--- config.mk ---
export PLATFORM = sky130hd
export DESIGN_NAME = sum_arbiter
export DESIGN_NICKNAME = d
export VERILOG_FILES = /design/src/rtl/sum_arb_pkg.sv /design/src/rtl/sum.sv /design/src/rtl/sum_rr_grant.sv /design/src/rtl/sum_arbiter.sv
export SDC_FILE = /design/constraint.sdc
export NUM_CORES = 1
export LEC_CHECK = 0
export ABC_AREA = 1
export ABC_CLOCK_PERIOD_IN_PS = 8620
export CAP_MARGIN = 10
export CORE_MARGIN = 4
export CORE_UTILIZATION = 52
export DETAILED_ROUTE_END_ITERATION = 16
export GPL_TIMING_DRIVEN = 0
export PLACE_DENSITY = 0.94
export SYNTH_ARGS = -nofsm -noshare
export SYNTH_HDL_FRONTEND = slang
export SYNTH_HIERARCHICAL = 1
export SYNTH_SLANG_ARGS = --single-unit
--- constraint.sdc ---
create_clock -name clk -period 8.62 [get_ports clk]
set_clock_uncertainty 0.15 [all_clocks]
set_input_delay 1.724 -clock clk [delete_from_list [all_inputs] [get_ports clk]]
set_output_delay 1.724 -clock clk [all_outputs]
set_load 0.02 [all_outputs]
--- src/rtl/sum_arb_pkg.sv ---
// Shared definitions for the round-robin adder arbiter.
//   BUS_WIDTH_DEF : default operand/result width
//   arb_state_t   : arbiter FSM states
//   next_rr       : round-robin pointer advance with wrap
package sum_arb_pkg;

    localparam int BUS_WIDTH_DEF = 32;

    typedef enum logic [1:0] {
        IDLE,
        EXEC,
        RESP
    } arb_state_t;

    // Pointer to the slot after ptr, wrapping back to 0 past num_req-1.
    function automatic int unsigned next_rr(input int unsigned ptr,
                                            input int unsigned num_req);
        return (ptr + 32'd1 >= num_req) ? 32'd0 : ptr + 32'd1;
    endfunction

endpackage

--- src/rtl/sum.sv ---
// Existing shared adder datapath.
//   a, b          : operands (BUS_WIDTH)
//   sum_out       : a + b modulo 2^BUS_WIDTH
//   carry_bit_out : bit BUS_WIDTH of the full sum
module sum #(
    parameter int BUS_WIDTH = 32
) (
    input  logic [BUS_WIDTH-1:0] a,
    input  logic [BUS_WIDTH-1:0] b,
    output logic [BUS_WIDTH-1:0] sum_out,
    output logic                 carry_bit_out
);

    assign {carry_bit_out, sum_out} = {1'b0, a} + {1'b0, b};

endmodule

--- src/rtl/sum_rr_grant.sv ---
// Combinational round-robin picker.
//   req_valid : per-requester request lines
//   rr_ptr    : highest-priority requester this round
//   grant_vld : some requester is valid
//   grant_idx : first valid requester at or after rr_ptr, wrapping
module sum_rr_grant #(
    parameter int NUM_REQ = 4,
    parameter int ID_W    = $clog2(NUM_REQ)
) (
    input  logic [NUM_REQ-1:0] req_valid,
    input  logic [ID_W-1:0]    rr_ptr,
    output logic               grant_vld,
    output logic [ID_W-1:0]    grant_idx
);

    int unsigned idx;

    always_comb begin
        grant_vld = 1'b0;
        grant_idx = '0;
        idx       = 0;
        for (int unsigned off = 0; off < NUM_REQ; off++) begin
            idx = (32'(rr_ptr) + off) % NUM_REQ;
            if (!grant_vld && req_valid[idx]) begin
                grant_vld = 1'b1;
                grant_idx = ID_W'(idx);
            end
        end
    end

endmodule

--- src/rtl/sum_arbiter.sv ---
// Round-robin arbiter sharing one `sum` adder among NUM_REQ requesters.
// Each transaction runs IDLE (grant + operand capture) -> EXEC (adder
// result registered) -> RESP (held until rsp_ready).
//   clk, rst            : clock, asynchronous active-high reset
//   req_valid/req_ready : per-requester handshake (ready is one-hot or zero)
//   req_op1/req_op2     : flattened operands, requester i at [i*BUS_WIDTH +: BUS_WIDTH]
//   rsp_valid/rsp_ready : response handshake
//   rsp_id/rsp_sum/rsp_carry : registered owner, sum and carry
//   busy                : FSM not in IDLE
//   carry_cnt           : (only with SUM_ARB_CARRY_CNT_EN) saturating count of
//                         response handshakes carrying rsp_carry=1
module sum_arbiter
    import sum_arb_pkg::*;
#(
    parameter int BUS_WIDTH = BUS_WIDTH_DEF,
    parameter int NUM_REQ   = 4,
    parameter int ID_W      = $clog2(NUM_REQ)
) (
    input  logic                         clk,
    input  logic                         rst,
    input  logic [NUM_REQ-1:0]           req_valid,
    output logic [NUM_REQ-1:0]           req_ready,
    input  logic [NUM_REQ*BUS_WIDTH-1:0] req_op1,
    input  logic [NUM_REQ*BUS_WIDTH-1:0] req_op2,
    output logic                         rsp_valid,
    input  logic                         rsp_ready,
    output logic [ID_W-1:0]              rsp_id,
    output logic [BUS_WIDTH-1:0]         rsp_sum,
    output logic                         rsp_carry,
`ifdef SUM_ARB_CARRY_CNT_EN
    output logic [15:0]                  carry_cnt,
`endif
    output logic                         busy
);

    arb_state_t           state;
    logic [ID_W-1:0]      rr_ptr;
    logic [ID_W-1:0]      id_q;
    logic [BUS_WIDTH-1:0] op1_q;
    logic [BUS_WIDTH-1:0] op2_q;
    logic [BUS_WIDTH-1:0] sum_out;
    logic                 carry_out;
    logic                 grant_vld;
    logic [ID_W-1:0]      grant_idx;

    sum_rr_grant #(
        .NUM_REQ (NUM_REQ),
        .ID_W    (ID_W)
    ) u_grant (
        .req_valid (req_valid),
        .rr_ptr    (rr_ptr),
        .grant_vld (grant_vld),
        .grant_idx (grant_idx)
    );

    sum #(
        .BUS_WIDTH (BUS_WIDTH)
    ) u_sum (
        .a             (op1_q),
        .b             (op2_q),
        .sum_out       (sum_out),
        .carry_bit_out (carry_out)
    );

    // The picked requester is always valid, so ready on it is the handshake.
    always_comb begin
        req_ready = '0;
        if (state == IDLE && grant_vld) begin
            req_ready[grant_idx] = 1'b1;
        end
    end

    assign rsp_valid = (state == RESP);
    assign busy      = (state != IDLE);

    always_ff @(posedge clk or posedge rst) begin
        if (rst) begin
            state     <= IDLE;
            rr_ptr    <= '0;
            id_q      <= '0;
            op1_q     <= '0;
            op2_q     <= '0;
            rsp_id    <= '0;
            rsp_sum   <= '0;
            rsp_carry <= 1'b0;
        end else begin
            case (state)
                IDLE: begin
                    if (grant_vld) begin
                        op1_q  <= req_op1[grant_idx*BUS_WIDTH +: BUS_WIDTH];
                        op2_q  <= req_op2[grant_idx*BUS_WIDTH +: BUS_WIDTH];
                        id_q   <= grant_idx;
                        rr_ptr <= ID_W'(next_rr(32'(grant_idx), 32'(NUM_REQ)));
                        state  <= EXEC;
                    end
                end
                EXEC: begin
                    rsp_sum   <= sum_out;
                    rsp_carry <= carry_out;
                    rsp_id    <= id_q;
                    state     <= RESP;
                end
                RESP: begin
                    if (rsp_ready) begin
                        state <= IDLE;
                    end
                end
                default: state <= IDLE;
            endcase
        end
    end

`ifdef SUM_ARB_CARRY_CNT_EN
    always_ff @(posedge clk or posedge rst) begin
        if (rst) begin
            carry_cnt <= '0;
        end else if (state == RESP && rsp_ready && rsp_carry && carry_cnt != '1) begin
            carry_cnt <= carry_cnt + 16'd1;
        end
    end
`endif

endmodule

---- After elaboration in Yosys (flattened, before gate mapping) ----
Cells that the tools add are included.
cells by class
  add/sub/neg operators ................... 5
  $lt $le $gt $ge ......................... 7
  eq/ne operators ......................... 4
  shift-type cells ........................ 2
  multiplexer cells ....................... 23
  reduce and logical (&&, ||, !) cells .... 12
operators by type and width
  kind                                                                           count
  128-bit by 8-bit variable part select with 32-bit output                       2
  32-bit by 32-bit adder with 33-bit output                                      1
  2-bit by 3-bit less-than comparator with 1-bit output (second input constant)  5
  2-bit two-way mux                                                              7
  1-bit two-way mux                                                              9
  1-bit binary-select mux with 2-bit select                                      4
  2-bit one-hot mux with 3 select lines                                          1
  1-bit logical AND                                                              5
  2-bit adder (second input constant)                                            2
  4-bit two-way mux                                                              1
  2-bit AND reduction                                                            2
  2-bit by 1-bit adder with 3-bit output (second input constant)                 1
  3-bit >= comparator (second input constant)                                    1
  1-bit logical NOT                                                              3
  2-bit by 1-bit adder with 2-bit output (second input constant)                 1
  1-bit demux with 2-bit select                                                  1
  2-bit by 1-bit equality test with 1-bit output (second input constant)         1
  2-bit equality test (second input constant)                                    1
  2-bit by 1-bit >= comparator with 1-bit output (second input constant)         1
  2-bit logical NOT                                                              1
  2-bit by 1-bit != test with 1-bit output (second input constant)               1
  2-bit != test (second input constant)                                          1
  2-bit nonzero test                                                             1
storage, ports and cells
  register bits after elaboration ......... 105
  bits of input ports ..................... 263
  output and inout port bits .............. 41

---- Longest topological paths before layout ----
  depth in word-level cells ............... 17
  mapped depth ............................ 18

---- Hierarchy ----
Netlist, hierarchy kept.
by module, submodules not included
  module        times used  cells each  area an instance (µm²)  seq. area each (µm²)
  sum_arbiter   1           1,068       6,698.9                 2,627.5
  sum           1           505         2,423.6                 0.0
  sum_rr_grant  1           59          319.1                   0.0

---- Worst setup path before layout ----
No wires, ideal clock.
  kind .................................... input to output
  from .................................... input req_valid[1]
  to ...................................... output req_ready[2]
  arrival ................................. 3.199 ns
  slack ................................... 3.547 ns
  cell stages on the path ................. 14
  buffers on the path ..................... 2
  cell sequence ........................... inv_1 nand2_2 nand3_1 nand2_2 a21oi_1 nand2_1 nand2_1 inv_1 inv_2 buf_2 buf_2 ha_1 inv_1 nor2_1
between the ends
  longest elaborated chain between the ends .. 17
RTL lines
  what                                                                                                                                                  RTL line            RTL
  start: declaration                                                                                                                                    sum_arbiter.sv:21   input logic [NUM_REQ-1:0] req_valid,
  1-bit binary-select mux with 2-bit select                                                                                                             sum_rr_grant.sv:24  if (!grant_vld && req_valid[idx]) begin
  1-bit two-way mux (not written as such)                                                                                                               sum_rr_grant.sv:24
  1-bit two-way mux                                                                                                                                     sum_rr_grant.sv:24
  1-bit logical NOT                                                                                                                                     sum_rr_grant.sv:24
  1-bit logical AND                                                                                                                                     sum_rr_grant.sv:24
  1-bit two-way mux                                                                                                                                     sum_rr_grant.sv:24
  1-bit logical NOT                                                                                                                                     sum_rr_grant.sv:24
  1-bit logical AND                                                                                                                                     sum_rr_grant.sv:24
  (+2 left out)                                                                                                                                         -
  1-bit logical AND                                                                                                                                     sum_rr_grant.sv:24
  2-bit two-way mux *                                                                                                                                   sum_rr_grant.sv:24
  net grant_idx[0]                                                                                                                                      sum_arbiter.sv:44   logic [ID_W-1:0] grant_idx;
  2-bit by 3-bit less-than comparator with 1-bit output (not written as such) / 2-bit by 1-bit >= comparator with 1-bit output (equally long branches)  sum_arbiter.sv:69   req_ready[grant_idx] = 1'b1;
  1-bit logical AND (not written as such)                                                                                                               sum_arbiter.sv:69
  1-bit two-way mux (not written as such)                                                                                                               sum_arbiter.sv:69
  1-bit demux with 2-bit select *                                                                                                                       sum_arbiter.sv:69
  4-bit two-way mux *                                                                                                                                   sum_arbiter.sv:68   if (state == IDLE && grant_vld) begin
  end: declaration                                                                                                                                      sum_arbiter.sv:22   output logic [NUM_REQ-1:0] req_ready,
The timed path passes the listed nets; every way through them passes the cells marked *. The select of a mux whose other input is x is not followed.

---- Final worst setup path ----
  from .................................... input req_valid[2]
  to ...................................... output req_ready[1]
Same word-level chain as after synthesis.

==> flow_metrics.py <==
metrics = {
    "status": {
        "status": "finished clean",
    },
    "placed_design": {
        "gp_congestion": 0.944,
        "post-dp-hpwl_mm": 29.3,
        "pre_cts_ws_ns": 2.20,
        "port_buffers": 303,
        "placedCellCount": 2165,
    },
    "floorplanning": {
        "ios": 304,
        "die_width_um": 143,
        "start_util_pct": 52.7,
        "num_rows": 49,
        "placeableCoreArea_mm2": 0.0179,
        "die_y_um": 143,
        "die_area_mm2": 0.0204,
    },
    "setup_path": {
        "crit_path_cell_trace": "clkdlybuf4s50_1 -> inv_1 -> nand2_1 -> nand3_1 -> nand2_2 -> inv_1 -> nand4_1 -> nand3_1 -> inv_1 -> buf_2 -> ha_1 -> inv_1 -> nor2_1 -> clkdlybuf4s50_1",
        "r2r-start": "rr_ptr[1]",
        "crit_type": "input pin to primary output",
        "crit_arrival_ns": 4.58,
        "crit_path_end_kind": "primary output",
        "slowest_stage": "clkdlybuf4s50_1",
        "r2r_cells": 17,
        "rrSetupSlack_ns": 5.99,
        "crit_required_ns": 6.75,
        "critPathMostFrequentCell": "inv_1",
        "reg2reg_to": "op1_q[15]",
        "startpoint_type": "input pin",
        "slowest_delay_ns": 0.63,
        "cp_max_fo": 11,
    },
    "timing": {
        "hold_violations": 0,
        "setup_tns_ns": 0,
        "period_share_pct": 74.9,
        "finalWorstSetupSlack_ns": 2.16,
        "finalSetupViolCount": 0,
        "rsz0062_at_grt": "no",
        "drv_slew": 0,
        "max_freq_ghz": 0.155,
        "worstMarginPinSlew_ns": 0.493,
        "slew_headroom_pct": 67.1,
        "period_minus_slack_ns": 6.46,
    },
    "drt": {
        "vias": 11312,
        "wl_per_cell_um": 16.1,
        "wl_met3_mm": 3.20,
        "m1WireLength_mm": 13.3,
        "drc": 0,
        "drt_pre_antenna_iters": 5,
        "initialDrtViolationCount": 923,
        "ant_nets": 0,
        "drt-total-wl_mm": 35.0,
        "wl_met2_mm": 16.9,
        "dr.max_layer_used": "met4",
        "viasPerCell": 5.18,
    },
    "pwr": {
        "max-vdd-ir-drop_uv": 301,
        "powerDensity_mw_per_mm2": 467,
        "p_sw_share_pct": 57.0,
        "share_comb_of_total_power_pct": 77.0,
        "p_sw_mw": 3.49,
        "p_int_mw": 2.63,
        "p_leak_nw": 7.57,
        "p_total_mw": 6.12,
        "p_seq_share_pct": 15.7,
        "pwr-share-clk_pct": 7.3,
    },
    "global_route": {
        "grt_usage_pct": 33.8,
        "antenna_found_initial": 1,
        "overflow": 0,
        "grt_pass1_wl_mm": 54.0,
        "grt_max_degree": 70,
        "grt_pass1_vias": 10885,
    },
    "finish": {
        "area_delta_synth_final_pct": 38.9,
        "final_cells": 2182,
        "nets": 2247,
        "fin_util_pct": 73.2,
        "drive_gt1_share_pct": 6.81,
    },
    "synth": {
        "yosysSeqAreaShare_pct": 27.8,
        "synth.cells.most_frequent": "nand2_1, inv_1, nand3_1, dfrtp_1, nor2_1",
        "yosysTopAreaCellShare_pct": 33.1,
        "synth-simple-area-share_pct": 49.4,
        "synth_most_common_cell": "nand2_1",
        "async_reset_ff_share_pct": 100,
        "avgSynthCellArea_um2": 5.79,
        "ys_warn_count": 6,
        "ys_types": 32,
        "muxShareOfSynthArea_pct": 0,
        "synth_ff_type": "dfrtp_1",
        "synth-compound-area-share_pct": 1.74,
        "yosys.area_share.xor_xnor_pct": 1.39,
        "synth_nets": 1932,
        "synthTopCellsByArea": "nand2_1, dfrtp_1, nand3_1, inv_1, ha_1",
        "synth-edff-count": 0,
        "synth_area_mm2": 0.00944,
        "synth_seq_cells": 105,
        "synth_fa_ha_area_share_pct": 4.98,
        "netlist_instances": 1632,
        "synth_top_family_by_area": "simple AND/OR/NAND/NOR gates",
        "yosys.area.top_type": "nand2_1",
    },
    "flow_run": {
        "cap_violations": 0,
    },
    "cts": {
        "cts_buffers": 9,
        "cts_max_level": 3,
        "clock_latency_ns": 0.37,
        "clk_pin_slew_ns": 0.07,
        "cts_setup_buffers": 0,
        "cts_root_buf": "clkbuf_16",
        "cts_sinks": 105,
        "clk_path_buf_depth": 2,
        "cts_hold_buf": 0,
        "cts.repair.resized": 0,
        "cts_tree": "done",
    },
    "worst_hold_path": {
        "hp-class": "flop to flop",
        "hold_depth": 2,
        "hold_path.startpoint": "rsp_sum[27]",
        "whs_endpoint": "rsp_sum[27]",
    },
}
[flip-flops by register name, summed over array words and instances (netlist names)]
name / count
op1_q: 32
op2_q: 32
rsp_sum: 32
id_q: 2
rr_ptr: 2
rsp_id: 2
state: 2
rsp_carry: 1
[critical path, delay by kind of cell]
| kind | cells | cell delay [ns] |
|---|---|---|
| adder cells (fa/ha/maj) | 1 | 0.20 |
| buffers and inverters | 7 | 1.87 |
| AND/OR/NAND/NOR | 6 | 0.78 |
[layer usage]
metal,global-route usage [%],vias up
li1,-,5526
met1,40.2,5047
met2,59.4,628
met3,7.37,111
met4,13.3,0
met5,0,-
[power by group through the flow]
stage	sequential (mW)	combinational [mW]	clock, mW
after floorplan	0.972	3.14	0
after global placement	0.945	4.49	0
after detailed placement	0.955	4.61	0
after CTS	0.950	4.65	0.444
after global routing	0.974	5.21	0.463
final	0.960	4.72	0.445
[per-stage QoR]
stage | cell area [um^2] | hold slack [ns]
floorplan | 9440 | 0.303
global placement | 12800 | 0.304
detailed placement | 12800 | 0.308
CTS | 13100 | 0.327
global route | 13100 | 0.347
finish | 13100 | 0.325
[cells in the final DEF, fill, tap and decap left out, drive strengths merged, types with 2 or more instances in the layout]
cell,instances
nand3,200
ha,36
nand2,861
o21ai,6
nand4,4
clkbuf,16
buf,62
a21oi,23
xor2,14
nor2,49
clkdlybuf4s50,303
inv,258
nor3,5
dfrtp,105
nand3b,2
[area by class of cell]
cell class | count | area, um^2
diodes | 1 | 2.50
plain buffers | 68 | 429
clock buffers | 9 | 225
clock inverters | 7 | 92.6
fillers | 1483 | 4790
inverters | 253 | 955
multi-input cells | 1206 | 5430
flip-flops and latches | 105 | 2630
well taps | 229 | 287
repair buffers | 304 | 3060
[worst max path at each step]
| stage | start | endpoint | slack [ns] | depth (start not counted) |
|---|---|---|---|---|
| after detailed placement | req_valid[2] | req_ready[2] | 2.20 | 17 |
| after floorplan | req_valid[1] | req_ready[2] | 3.55 | 14 |
| final | req_valid[2] | req_ready[1] | 2.16 | 14 |
| after global routing | req_valid[2] | req_ready[0] | 2.01 | 17 |
| after CTS | req_valid[2] | req_ready[0] | 2.19 | 17 |
| after global placement | req_valid[2] | req_ready[0] | 2.26 | 17 |
[kinds of logic (layout without fill, tap and decap cells)]
group | Yosys count | count (layout)
xor gates and xnor gates | 15 | 15
DFF | 105 | 105
AOI/OAI and AO/OA | 31 | 31
other | 0 | 1
adders and majority gates | 37 | 37
buffers and inverters | 321 | 641
and+or+nand+nor | 1123 | 1123
Power figures use the tool's default switching activity.
